[src/rtl/dma_capture_sequencer.sv]
// Capture sequencer driving dma_controller: issues a programmed number of aligned
// bursts into a DDR window, one-shot or circular. Optional watchdog: DMA_SEQ_TIMEOUT_EN.
module dma_capture_sequencer #(
  parameter int ADDR_W         = 32,
  parameter int CNT_W          = 16,
  parameter int BURST_BYTES    = 128,
  parameter int TIMEOUT_CYCLES = 4096
) (
  input  logic              aclk,
  input  logic              rst_i,
  input  logic [ADDR_W-1:0] cfg_base_addr_i,
  input  logic [CNT_W-1:0]  cfg_num_bursts_i,
  input  logic              cfg_circular_i,
  input  logic              start_i,
  input  logic              abort_i,
  output logic              dma_enable_o,
  output logic [ADDR_W-1:0] dma_addr_o,
  input  logic              dma_finished_i,
  output logic              busy_o,
  output logic              done_o,
  output logic [CNT_W-1:0]  bursts_done_o,
  output logic [CNT_W-1:0]  wraps_o,
  output logic              error_o
);

  typedef enum logic [1:0] {
    S_IDLE  = 2'd0,
    S_ISSUE = 2'd1,
    S_WAIT  = 2'd2,
    S_DRAIN = 2'd3
  } state_t;

  localparam logic [ADDR_W-1:0] BURST_STEP = ADDR_W'(BURST_BYTES);
  localparam logic [ADDR_W-1:0] OFS_MASK   = ADDR_W'(BURST_BYTES - 1);
  localparam logic [CNT_W-1:0]  CNT_ONE    = CNT_W'(1);

  state_t            state_q, state_d;
  logic [ADDR_W-1:0] base_q;
  logic [ADDR_W-1:0] addr_q;
  logic [CNT_W-1:0]  num_q;
  logic [CNT_W-1:0]  bursts_q;
  logic [CNT_W-1:0]  wraps_q;
  logic              circ_q;
  logic              done_q;

  logic [ADDR_W-1:0] base_aligned;
  logic [CNT_W-1:0]  bursts_inc;
  logic              last_burst;
  logic              timeout;

  logic              accept_start;
  logic              count_burst;
  logic              advance_addr;
  logic              wrap_pass;
  logic              done_d;
  logic              err_set;

  assign base_aligned = cfg_base_addr_i & ~OFS_MASK;
  assign bursts_inc   = bursts_q + CNT_ONE;
  assign last_burst   = (bursts_inc == num_q);

`ifdef DMA_SEQ_TIMEOUT_EN
  localparam int WD_W = $clog2(TIMEOUT_CYCLES + 1);
  localparam logic [WD_W-1:0] WD_LIMIT = WD_W'(TIMEOUT_CYCLES - 1);

  logic [WD_W-1:0] wd_cnt_q;
  logic            error_q;

  // wd_cnt_q holds the number of cycles elapsed since the trigger cycle
  always_ff @(posedge aclk) begin
    if (rst_i) begin
      wd_cnt_q <= '0;
    end else if (state_q == S_ISSUE) begin
      wd_cnt_q <= WD_W'(1);
    end else if ((state_q == S_WAIT) || (state_q == S_DRAIN)) begin
      wd_cnt_q <= wd_cnt_q + WD_W'(1);
    end
  end

  assign timeout = ((state_q == S_WAIT) || (state_q == S_DRAIN)) &&
                   !dma_finished_i && (wd_cnt_q == WD_LIMIT);

  always_ff @(posedge aclk) begin
    if (rst_i) begin
      error_q <= 1'b0;
    end else if (accept_start) begin
      error_q <= 1'b0;
    end else if (err_set) begin
      error_q <= 1'b1;
    end
  end

  assign error_o = error_q;
`else
  assign timeout = 1'b0;
  assign error_o = 1'b0;
`endif

  always_ff @(posedge aclk) begin
    if (rst_i) begin
      state_q <= S_IDLE;
    end else begin
      state_q <= state_d;
    end
  end

  always_comb begin
    state_d      = state_q;
    accept_start = 1'b0;
    count_burst  = 1'b0;
    advance_addr = 1'b0;
    wrap_pass    = 1'b0;
    done_d       = 1'b0;
    err_set      = 1'b0;
    case (state_q)
      S_IDLE: begin
        if (start_i && !abort_i) begin
          accept_start = 1'b1;
          if (cfg_num_bursts_i == '0) begin
            done_d = 1'b1;
          end else begin
            state_d = S_ISSUE;
          end
        end
      end
      S_ISSUE: begin
        // The trigger is already on the bus; an abort here still drains it
        state_d = abort_i ? S_DRAIN : S_WAIT;
      end
      S_WAIT: begin
        if (dma_finished_i) begin
          count_burst = 1'b1;
          if (abort_i) begin
            state_d = S_IDLE;
            done_d  = 1'b1;
          end else if (!last_burst) begin
            advance_addr = 1'b1;
            state_d      = S_ISSUE;
          end else if (circ_q) begin
            wrap_pass = 1'b1;
            state_d   = S_ISSUE;
          end else begin
            state_d = S_IDLE;
            done_d  = 1'b1;
          end
        end else if (timeout) begin
          err_set = 1'b1;
          done_d  = 1'b1;
          state_d = S_IDLE;
        end else if (abort_i) begin
          state_d = S_DRAIN;
        end
      end
      S_DRAIN: begin
        if (dma_finished_i) begin
          count_burst = 1'b1;
          done_d      = 1'b1;
          state_d     = S_IDLE;
        end else if (timeout) begin
          err_set = 1'b1;
          done_d  = 1'b1;
          state_d = S_IDLE;
        end
      end
      default: state_d = S_IDLE;
    endcase
  end

  // Configuration is only meaningful after an accepted start, so it is not reset
  always_ff @(posedge aclk) begin
    if (accept_start) begin
      base_q <= base_aligned;
      num_q  <= cfg_num_bursts_i;
      circ_q <= cfg_circular_i;
    end
  end

  always_ff @(posedge aclk) begin
    if (rst_i) begin
      addr_q   <= '0;
      bursts_q <= '0;
      wraps_q  <= '0;
      done_q   <= 1'b0;
    end else begin
      done_q <= done_d;
      if (accept_start) begin
        addr_q   <= base_aligned;
        bursts_q <= '0;
        wraps_q  <= '0;
      end else begin
        if (advance_addr) begin
          addr_q <= addr_q + BURST_STEP;
        end else if (wrap_pass) begin
          addr_q <= base_q;
        end
        // A wrap counts the burst and starts the new pass in the same edge
        if (wrap_pass) begin
          bursts_q <= '0;
        end else if (count_burst) begin
          bursts_q <= bursts_inc;
        end
        if (wrap_pass && (wraps_q != {CNT_W{1'b1}})) begin
          wraps_q <= wraps_q + CNT_ONE;
        end
      end
    end
  end

  assign dma_enable_o  = (state_q == S_ISSUE);
  assign busy_o        = (state_q != S_IDLE);
  assign done_o        = done_q;
  assign dma_addr_o    = addr_q;
  assign bursts_done_o = bursts_q;
  assign wraps_o       = wraps_q;

endmodule

[config.mk]
export PLATFORM = sky130hd
export DESIGN_NAME = dma_capture_sequencer
export DESIGN_NICKNAME = d
export VERILOG_FILES = /design/src/rtl/dma_capture_sequencer.sv
export SDC_FILE = /design/constraint.sdc
export NUM_CORES = 1
export LEC_CHECK = 0
export BUFFER_PORTS_ARGS = -buffer_cell sky130_fd_sc_hd__buf_2
export CORE_AREA = 2 2 135 111
export DETAILED_ROUTE_END_ITERATION = 10
export DIE_AREA = 0 0 137 113
export PLACE_DENSITY = 0.65
export SYNTH_ARGS = -nofsm -noshare
export SYNTH_HDL_FRONTEND = slang
export SYNTH_SLANG_ARGS = --single-unit
export TNS_END_PERCENT = 10
[constraint.sdc]
create_clock -name aclk -period 2.75 [get_ports aclk]
set_clock_uncertainty 0.05 [all_clocks]
set_input_delay 0.55 -clock aclk [delete_from_list [all_inputs] [get_ports aclk]]
set_output_delay 0.55 -clock aclk [all_outputs]
set_load 0.005 [all_outputs]
After elaboration in Yosys (flattened, before gate mapping)
Index checks and enable logic that the tools add are counted.
W data, S select, Z words.
{"block": "word_totals", "inputBits": 54, "ff_bits": 109}
{"block": "op_classes", "addsub": 3, "n_mux": 33, "eq_ne": 9, "n_reduce_logical": 12}
{"op": "$mux W32", "count": 3}
{"op": "$add A16 B1 Y16 const B", "count": 2}
{"op": "$add A32 B8 Y32 const B", "count": 1}
{"op": "$mux W1", "count": 23}
{"op": "$eq A16 B16 Y1", "count": 1}
{"op": "$logic_not A16 Y1", "count": 1}
{"op": "$ne A16 B16 Y1 const B", "count": 1}
{"op": "$mux W2", "count": 5}
{"op": "$pmux W2 S4", "count": 1}
{"op": "$ne A2 B2 Y1 const B", "count": 3}
{"op": "$eq A2 B2 Y1 const B", "count": 2}
{"op": "$reduce_and A4 Y1", "count": 1}
{"op": "$reduce_bool A2 Y1", "count": 2}
{"op": "$reduce_or A2 Y1", "count": 2}
{"op": "$ne A3 B3 Y1 const B", "count": 1}
{"op": "$pmux W1 S3", "count": 1}
{"op": "$reduce_bool A3 Y1", "count": 1}
{"op": "$reduce_or A3 Y1", "count": 1}
{"op": "$eq A2 B1 Y1 const B", "count": 1}
{"op": "$logic_and A1 B1 Y1", "count": 2}
{"op": "$logic_not A2 Y1", "count": 1}
{"op": "$logic_not A1 Y1", "count": 1}

Logic depth before layout (Yosys ltp)
{"block": "depth", "word_depth": 9, "ltp_mapped": 11, "mapped_depth_nobuf": 9}

Least setup slack after synthesis
Ideal clock, no wire load.
{"block": "synth_timing", "path_kind": "input-to-reg", "startpoint": "input start_i", "endpoint": "register addr_q[31], in the netlist dma_addr_o[31]", "stages": 7, "setup_time_ps": 74, "n_path_buf": 1, "t_arrival_ps": 2702, "path_slack_ps": -76, "cell_sequence": "nor2b_1 nand2_1 inv_1 clkbuf_1 and3_1 a31oi_1 o21ai_0"}
{"block": "synth_between", "elab_chain_len": 4}
{"item": "start, declared", "line_no": "14", "text": "input logic start_i,"}
{"item": "$logic_and A1 B1 Y1 *", "line_no": "117", "text": "if (start_i && !abort_i) begin"}
{"item": "$mux W1 *", "line_no": "117"}
{"item": "$mux W1 *", "line_no": "115", "text": "case (state_q)"}
{"item": "via accept_start", "line_no": "51", "text": "logic accept_start;"}
{"item": "$reduce_bool A3 Y1 (no source line) or $mux W32 (tied branches)"}
{"item": "end signal, assigned", "line_no": "187", "text": "addr_q <= base_aligned;"}
{"item": "end signal, assigned", "line_no": "192", "text": "addr_q <= addr_q + BURST_STEP;"}
{"item": "end signal, assigned", "line_no": "194", "text": "addr_q <= base_q;"}
{"item": "end, declared", "line_no": "39", "text": "logic [ADDR_W-1:0] addr_q;"}
The timed path passes the listed nets; every way through them passes the cells marked *.
A chain may end at the register's enable or synchronous reset.

Final worst setup path
{"block": "layout_timing", "startpoint": "register bursts_q[1], in the netlist bursts_done_o[1]", "endpoint": "register wraps_q[14], in the netlist wraps_o[14]"}
{"block": "layout_between", "elab_chain_len": 7}
{"item": "start, declared", "line_no": "41", "text": "logic [CNT_W-1:0] bursts_q;"}
{"item": "start signal, assigned", "line_no": "200", "text": "bursts_q <= bursts_inc;"}
{"item": "$add A16 B1 Y16", "line_no": "59", "text": "assign bursts_inc = bursts_q + CNT_ONE;"}
{"item": "$eq A16 B16 Y1", "line_no": "60", "text": "assign last_burst = (bursts_inc == num_q);"}
{"item": "$mux W1", "line_no": "136", "text": "end else if (!last_burst) begin"}
{"item": "$mux W1", "line_no": "133", "text": "if (abort_i) begin"}
{"item": "$mux W1", "line_no": "131", "text": "if (dma_finished_i) begin"}
{"item": "$mux W1", "line_no": "115"}
{"item": "$logic_and A1 B1 Y1", "line_no": "202", "text": "if (wrap_pass && (wraps_q != {CNT_W{1'b1}})) begin"}
{"item": "end signal, assigned", "line_no": "203", "text": "wraps_q <= wraps_q + CNT_ONE;"}
{"item": "end, declared", "line_no": "42", "text": "logic [CNT_W-1:0] wraps_q;"}
No other way between the ends.

==> results.toml <==
[detailed_routing]
met2_length_um = 6610
viasPerCell = 5.38
wl_met1_um = 6610
drc_errors = 0
detail-route-antenna-nets = 0
totalWireLength_um = 14400
highest_layer = "met4"
drt-pass1-iter-count = 5
drtIter0Drc = 257
via_count = 4764
wl_per_cell_um = 16.2
wl_met3_um = 890

[hold_path]
hp-class = "input port to register"
hold_start = "cfg_base_addr_i[16]"

[yosys]
syn_inst = 567
seq_area_frac_synth = 0.471
synth_top_area_frac = 0.243
ys_types = 54
ys_warn_count = 0
syn-num-nets = 624
synth_edf_count = 42
synth_ff_type = "dfxtp_1"
syn-cell-area_um2 = 5530
ys_top_cells_by_area = "dfxtp_1 (24%), edfxtp_1 (23%), xnor2_1 (9.8%)"
synth-seq-cells = 109
avgSynthCellArea_um2 = 9.75
ys_async_sr_fraction = 0
synth_largest_area_cell = "dfxtp_1"

[clock_tree]
clock_sinks = 109
clockBufferDepth = 2
postCtsHoldBufs = 0
clk_latency_ns = 0.36
cts_tree = "done"
cts_root_buf = "clkbuf_16"
htreeDepth = 3
cts-buffers-inserted = 9
clk_pin_slew_ns = 0.07

[timing]
report.final.slew_viol_count = 0
hold_viol = 0
setup_viol = 0
fin_tns_setup_ns = 0
max_freq_mhz = 383
final.setup.worst_slack_ns = 0.137
rsz0062_at_grt = "yes"
period_minus_slack_ns = 2.61
min_period_over_period = 0.950
worstMarginPinSlew_ns = 0.503
slew_headroom = 0.661

[pwr]
ir_worst_vdd_mv = 0.302
intPower_mw = 2.53
p_sw_uw = 858
leakagePower_nw = 2.64
power_per_cell_area_nw_per_um2 = 497
finalPower_mw = 3.39
combPwrFrac = 0.107
pwr-share-seq = 0.537
switching_share = 0.253
clkPwrFrac = 0.356

[finish]
multi_input_area_um2 = 2750
syn_to_final_growth_pct = 23.4
layout_commonest_cell = "buf_2"
mostFrequentLayoutCells = "buf_2 (113), dfxtp_1 (64), xnor2_1 (62)"
seqCellArea_um2 = 2610
final_nets = 753
fillCellCount = 1314
final_util = 0.485
diodes = 0
layout-drive-gt1-share = 0.282

[worst_setup_path]
crit_fanout = 13
crit_type = "register to register"
crit_start = "bursts_done_o[1]"
start_kind = "register"
r2r-start = "bursts_done_o[1]"
crit_path_end_kind = "register"
critPathArrivalTime_ns = 2.81
worstPathRequired_ns = 2.95

[outcome]
status = "finished, final reports clean"

[die]
design.die.area_um2 = 15500
die_w_um = 137
num_io_pins = 122
core_um2 = 14100
die_h_um = 113
start_util = 0.394
rows = 39

[job]
drv_cap = 0

[place]
dpl_worst_slack_ns = -0.0321
place.gp.congestion = 0.910
io_buffers = 113
hpwl_um = 10300

[grt]
grt_use_total = 0.186
grt_pass1_vias = 4535
grt_pass1_wl_um = 22600
gr-total-overflow = 0
grt_max_degree = 27
antenna_found_initial = 0
## area by class of cell
class	instances	share of cell area
timing repair buffer	148	0.131
clock inverter	4	0.00367
multi-input combinational	407	0.403
inverter	21	0.0116
sequential	109	0.382
tap	184	0.0337
clock buffer	12	0.0347
## flip-flops by register name, summed over array words and instances (netlist names)
| name | flops |
|---|---|
| bursts_done_o | 16 |
| base_q | 25 |
| wraps_o | 16 |
| num_q | 16 |
| circ_q | 1 |
| dma_addr_o | 32 |
| state_q | 2 |
| done_o | 1 |
## cell usage after synthesis (2+ instances only)
library cell	count
or3_1	3
o211ai_1	3
o21a_1	2
dfxtp_1	67
o21ai_0	33
nand2b_1	4
nand4_1	20
buf_2	8
nand3_1	29
a21oi_1	9
or2_2	4
inv_1	20
xnor2_1	62
nor4_4	3
nand2_1	30
ha_1	3
clkbuf_2	3
nor4_2	2
buf_6	7
a31oi_1	25
nor3_1	11
clkbuf_1	10
and4_1	3
and3_1	28
nor4_1	16
mux2i_1	21
xor2_1	10
nor2_1	61
nor2b_1	2
edfxtp_1	42
nor3_2	3
## timing repair
action,4_1_cts,5_1_grt
setup buffers,2,2
endpoints found under the setup margin,25,62
pin swaps,2,8
resized for setup,0,19
## per-stage QoR
| stage | hold WS [ns] | cells | instance area [um2] |
|---|---|---|---|
| 3_3_place_gp | 0.362 | 865 | 6440 |
| 5_1_grt | 0.308 | 885 | 6820 |
| 6_report | 0.324 | 885 | 6820 |
| 2_1_floorplan | 0.375 | 567 | 5540 |
| 3_5_place_dp | 0.367 | 865 | 6440 |
| 4_1_cts | 0.310 | 883 | 6720 |
## worst paths after layout
path                            slack [ns]  cells past startpoint             to
worst max-delay path                  0.14                     10    wraps_o[14]
worst min-delay path                  0.32                      1     base_q[16]
worst max register to register        0.14                     10    wraps_o[14]
worst min register to register        0.37                      2  dma_addr_o[1]
## cells by family after synthesis
kind of cell,share of synthesized area
other,0.000678
buffers and inverters,0.0473
XOR/XNOR,0.114
AND/OR/NAND/NOR,0.230
adder cells (fa/ha/maj),0.00679
multiplexers,0.0400
AO/OA/AOI/OAI,0.0905
flip-flops,0.471
## per-layer routing
layer | global-route usage | vias up
met1 | 0.257 | 2281
li1 | - | 2291
met2 | 0.286 | 169
met3 | 0.0426 | 23
met5 | 0 | -
met4 | 0.0653 | 0
## power groups by stage
stage | clock network, mW | logic (mW) | registers (mW)
after floorplan | 0 | 0.201 | 1.85
final | 1.21 | 0.362 | 1.82
after global placement | 0 | 0.350 | 1.85
after detailed placement | 0 | 0.361 | 1.85
after global routing | 1.29 | 0.395 | 1.83
after CTS | 1.24 | 0.363 | 1.82
## worst max-delay path, cell delays in order, from the launching register on
cell and delay, ns:
dfxtp_1 0.34, buf_4 0.15, nand4_4 0.16, o31a_1 0.31, or4b_4 0.52, nand3_2 0.12
nand4_2 0.16, buf_12 0.21, nor4_1 0.23, xnor2_1 0.18, nor2_1 0.06
(Power assumes the default switching activity.)
